<file path="config.mk">
export PLATFORM = sky130hd
export DESIGN_NAME = udp_field_reader
export DESIGN_NICKNAME = d
export VERILOG_FILES = /design/src/rtl/udp_pkg.sv /design/src/rtl/udp_field_reader.sv
export SDC_FILE = /design/constraint.sdc
export NUM_CORES = 1
export LEC_CHECK = 0
export BUFFER_PORTS_ARGS = -buffer_cell sky130_fd_sc_hd__buf_2
export CORE_MARGIN = 2
export CORE_UTILIZATION = 60
export CTS_CLUSTER_SIZE = 40
export DETAILED_ROUTE_END_ITERATION = 8
export PLACE_DENSITY = 0.83
export RECOVER_POWER = 50
export SYNTH_ARGS = -nofsm -noshare
export SYNTH_HDL_FRONTEND = slang
export SYNTH_SLANG_ARGS = --single-unit
</file>
<file path="constraint.sdc">
create_clock -name clk -period 5.35 [get_ports clk]
set_clock_uncertainty 0.2 [all_clocks]
set_input_delay 1.07 -clock clk [delete_from_list [all_inputs] [get_ports clk]]
set_output_delay 1.07 -clock clk [all_outputs]
set_load 0.05 [all_outputs]
</file>
<file path="src/rtl/udp_pkg.sv">
// Shared types and constants for the UDP payload field reader.
package udp_pkg;

   typedef enum logic {UDP_IDLE, UDP_RECV} udp_rx_state_t;

   localparam int UDP_BYTE_W = 8;

endpackage

</file>
<file path="src/rtl/udp_field_reader.sv">
// Captures a CAPACITY-byte field at OFFSET within a UDP payload packet and
// commits it to a shadow register only when the packet ends with an acceptable length.
module udp_field_reader
   import udp_pkg::*;
#(
   parameter int CAPACITY   = 4,
   parameter int OFFSET     = 0,
   parameter bit STRICT     = 1'b1,
   parameter bit BIG_ENDIAN = 1'b1,
   parameter int LEN_W      = 16
) (
   input  logic                             clk,
   input  logic                             rstn,
   // Stream has no backpressure: a byte is transferred on every edge where
   // valid=1, and a packet is one unbroken run of such edges.
   input  logic                             valid,
   input  logic [UDP_BYTE_W-1:0]            i_data,
   output logic [CAPACITY*UDP_BYTE_W-1:0]   o_data,
   output logic                             o_valid,
   output logic                             err_short,
   output logic                             err_long,
   output logic [LEN_W-1:0]                 o_len,
   output udp_rx_state_t                    dbg_state_o
);

   localparam logic [LEN_W:0]   END_IDX = (LEN_W+1)'(OFFSET + CAPACITY);
   localparam logic [LEN_W:0]   OFS_IDX = (LEN_W+1)'(OFFSET);
   localparam logic [LEN_W-1:0] CNT_MAX = '1;

   udp_rx_state_t                   state_q, state_d;
   logic [LEN_W-1:0]                cnt_q, cnt_d;
   logic                            over_q, over_d;
   logic [UDP_BYTE_W-1:0]           buf_q [CAPACITY];
   logic [UDP_BYTE_W-1:0]           buf_d [CAPACITY];
   logic [CAPACITY*UDP_BYTE_W-1:0]  data_q, data_d;
   logic [LEN_W-1:0]                len_q, len_d;
   logic                            vld_q, vld_d;
   logic                            short_q, short_d;
   logic                            long_q, long_d;

   logic [LEN_W:0]                  byte_idx;
   logic                            take_byte;
   logic                            byte_over;
   logic                            end_edge;
   logic                            pkt_short;
   logic                            pkt_long;
   logic [CAPACITY*UDP_BYTE_W-1:0]  field;

   // Index of the byte on the current edge; a saturated counter never lands
   // inside the capture window again because the over-long flag is already set.
   always_comb begin
      byte_idx  = '0;
      take_byte = 1'b0;
      end_edge  = 1'b0;
      if (state_q == UDP_IDLE) begin
         byte_idx  = '0;
         take_byte = valid;
      end else begin
         byte_idx  = {1'b0, cnt_q};
         take_byte = valid && (cnt_q != CNT_MAX);
         end_edge  = !valid;
      end
   end

   assign byte_over = take_byte && (byte_idx >= END_IDX);
   assign pkt_long  = over_q;
   assign pkt_short = !over_q && ({1'b0, cnt_q} < END_IDX);

   always_comb begin
      field = '0;
      for (int i = 0; i < CAPACITY; i++) begin
         if (BIG_ENDIAN)
            field[(CAPACITY-1-i)*UDP_BYTE_W +: UDP_BYTE_W] = buf_q[i];
         else
            field[i*UDP_BYTE_W +: UDP_BYTE_W] = buf_q[i];
      end
   end

   always_comb begin
      state_d = state_q;
      cnt_d   = cnt_q;
      over_d  = over_q;
      data_d  = data_q;
      len_d   = len_q;
      vld_d   = 1'b0;
      short_d = 1'b0;
      long_d  = 1'b0;
      for (int i = 0; i < CAPACITY; i++) begin
         buf_d[i] = buf_q[i];
         if (take_byte && (byte_idx == OFS_IDX + (LEN_W+1)'(i)))
            buf_d[i] = i_data;
      end

      case (state_q)
         UDP_IDLE: begin
            if (valid) begin
               state_d = UDP_RECV;
               cnt_d   = LEN_W'(1);
               over_d  = byte_over;
            end
         end
         UDP_RECV: begin
            if (valid) begin
               if (cnt_q != CNT_MAX)
                  cnt_d = cnt_q + LEN_W'(1);
               over_d = over_q | byte_over;
            end else begin
               state_d = UDP_IDLE;
               cnt_d   = '0;
               over_d  = 1'b0;
               len_d   = cnt_q;
               if (pkt_short) begin
                  short_d = 1'b1;
               end else if (pkt_long) begin
                  long_d = 1'b1;
                  if (!STRICT) begin
                     data_d = field;
                     vld_d  = 1'b1;
                  end
               end else begin
                  data_d = field;
                  vld_d  = 1'b1;
               end
            end
         end
         default: state_d = UDP_IDLE;
      endcase
   end

   always_ff @(posedge clk or negedge rstn) begin
      if (!rstn) begin
         state_q <= UDP_IDLE;
         cnt_q   <= '0;
         over_q  <= 1'b0;
         data_q  <= '0;
         len_q   <= '0;
         vld_q   <= 1'b0;
         short_q <= 1'b0;
         long_q  <= 1'b0;
         for (int i = 0; i < CAPACITY; i++)
            buf_q[i] <= '0;
      end else begin
         state_q <= state_d;
         cnt_q   <= cnt_d;
         over_q  <= over_d;
         data_q  <= data_d;
         len_q   <= len_d;
         vld_q   <= vld_d;
         short_q <= short_d;
         long_q  <= long_d;
         for (int i = 0; i < CAPACITY; i++)
            buf_q[i] <= buf_d[i];
      end
   end

   assign o_data      = data_q;
   assign o_valid     = vld_q;
   assign err_short   = short_q;
   assign err_long    = long_q;
   assign o_len       = len_q;
   assign dbg_state_o = state_q;

endmodule

</file>
==> flow_summary.json <==
{
  "gp_congestion": 0.8931,
  "wire_per_inst_um": 16.23,
  "cts_tree": "done",
  "antenna_found_initial": 0,
  "synthesis.nets": 329,
  "place_area_mm2": 0.004559,
  "cts_made_buffers": 9,
  "post_cts_resized": 0,
  "synth_edf_count": 0,
  "fin_area_mm2": 0.004726,
  "grt_pass1_vias": 2651,
  "root_buffer": "clkbuf_8",
  "yosys.area.top_type_share_pct": 60.26,
  "leakagePower_uw": 0.002289,
  "hold_viol": 0,
  "slowest_stage": "clkbuf_1",
  "row_count": 30,
  "mappedNetlistArea_mm2": 0.004194,
  "num_antenna_cells": 0,
  "yosys_warnings": 0,
  "initial_utilization_pct": 61.73,
  "fin_crit_sh_pct": 60.89,
  "clockBufferDepth": 2,
  "cp_max_fo": 33,
  "maxSlewHeadroom_pct": -24.45,
  "synth.area.top_cells": "dfrtp_1 60%, mux2_2 20%, o21ai_0 2.6%",
  "design.core.area_mm2": 0.006794,
  "fin_nets": 385,
  "synth_cells": 317,
  "die_h_um": 87.61,
  "ir_drop_mv": 0.1873,
  "worst_slew_pin_slew_ns": 1.867,
  "dp_hpwl_mm": 5.272,
  "ant_nets": 0,
  "drt_pass1_iterations": 4,
  "synth_area_leader_cell": "dfrtp_1",
  "min_path_type": "register to register",
  "maxCapViolations": 1,
  "cp-startpoint": "valid",
  "grt_max_degree": 67,
  "startpoint_type": "input port",
  "clk_pin_slew_ns": 0.09,
  "ys_seq_area_share_pct": 60.26,
  "slowest_delay_ns": 0.77,
  "drive_above_1_share_pct": 41.11,
  "final_common_cell": "dfrtp_1",
  "postCtsSetupBuffers": 0,
  "chipWidth_um": 87.61,
  "routed_via_density": 5.543,
  "drc": 0,
  "drt_iter0_drc": 112,
  "die_area_mm2": 0.007675,
  "cts-htree-levels": 3,
  "io_pins": 63,
  "powerDensity_mw_per_mm2": 404.8,
  "io_buffers": 62,
  "final_cell_mix": "101 x dfrtp_1, 76 x mux2_2, 55 x buf_2",
  "synth_flop_cell": "dfrtp_1",
  "worstSetupPathType": "input port to register",
  "end_kind": "register",
  "crit_chain": "clkbuf_1 > nand2b_1 > clkbuf_1 > or3_1 > buf_4 > mux2_2",
  "netlist-cell-type-count": 38,
  "cp.arrival_ns": 3.31,
  "setup_viol": 0,
  "totalWireLength_mm": 7.677,
  "synthArstFlopShare_pct": 100.0,
  "cp.required_ns": 5.41,
  "grt_setup_unrepaired": "no",
  "num_vias": 2622,
  "overflow": 0,
  "r2r_start": "dbg_state_o",
  "clk_latency_ns": 0.37,
  "hp-start": "buf_q[19]",
  "grt_pass1_wl_mm": 13.10,
  "status": "complete, but fails checks",
  "cp_common_cell": "clkbuf_1",
  "track_usage_pct": 22.09,
  "failed_checks": "max-capacitance violations, max-slew violations",
  "syn_area_per_cell_um2": 13.23,
  "timing.fmax_ghz": 0.3070,
  "syn2layout_area_growth_pct": 12.68,
  "hold_buffers": 0,
  "synth_seq_cells": 101,
  "drv_slew": 37,
  "cts.sinks": 101,
  "tns_ns": 0,
  "period_needed_ns": 3.258
}
## where the power goes
group	switching [uW]	internal, uW
sequential	74.4	902
combinational	326	156
clock	277	177
total	678	1230
## per-layer routing
metal	vias to the layer above	wire, um	global-route usage (%)
met2	63	3944	37.26
li1	1233	-	-
met5	-	0	0
met3	10	304	4.618
met1	1316	3351	29.43
met4	0	76	5.874
## critical path, delay by kind of cell
kind	cells	cell delay [ns]
buffers and inverters	3	1.45
muxes	1	0.39
and+or+nand+nor	2	0.37
## final cells by class
type | count | area (um^2)
Inverter | 4 | 15.01
Timing Repair Buffer | 65 | 320.3
Tap cell | 96 | 120.1
Fill cell | 509 | 2068
Clock buffer | 9 | 123.9
Clock inverter | 6 | 57.56
Multi-Input combinational cell | 192 | 1562
Sequential cell | 101 | 2527
## synthesized netlist by cell type, types with 7 or more instances
master    count
nand3_1       7
buf_2        10
dfrtp_1     101
clkbuf_1      8
nand2_1      23
mux2_2       76
o21ai_0      22
nor2_1        9
## path summary, 6_finish.rpt
check | endpoint | slack [ns] | cells past startpoint
setup / recovery | o_data[9] | 2.09 | 6
hold / removal | buf_q[19] | 0.29 | 1
setup reg to reg | o_data[9] | 2.67 | 5
hold reg to reg | buf_q[19] | 0.29 | 1
max in group asynchronous | cnt_q[1] | 2.19 | 2
min in group asynchronous | o_data[21] | 0.57 | 1
## stage by stage
stage / hold WS [ns] / utilization [%] / setup slack (ns) / total power [uW] / instances
floorplan: 0.2415 / - / 2.640 / 1347 / 317
global placement: 0.2640 / 67.11 / 2.484 / 1458 / 458
detailed placement: 0.2708 / 67.11 / 2.457 / 1481 / 458
CTS: 0.2924 / 69.78 / 2.836 / 1927 / 473
global route: 0.3250 / 69.56 / 1.596 / 2004 / 473
finish: 0.2889 / 69.56 / 2.092 / 1913 / 473
## cell families (layout without fill, tap and decap cells)
group / after synthesis / count (layout) / synth area share (%)
flops: 101 / 101 / 60.26
mux: 82 / 82 / 21.90
simple gates: 69 / 69 / 9.248
compound gates: 36 / 36 / 4.952
buf+inv: 24 / 84 / 2.506
xor+xnor: 4 / 4 / 0.8352
fa+ha+maj: 1 / 1 / 0.2983
## sequential cells by signal, indices dropped and copies added (netlist names)
signal and cells:
o_data 32, dbg_state_o 1, o_valid 1, err_long 1, over_q 1, o_len 16, cnt_q 16, err_short 1
buf_q 32
Note: power is estimated with default switching activity, not from simulation.
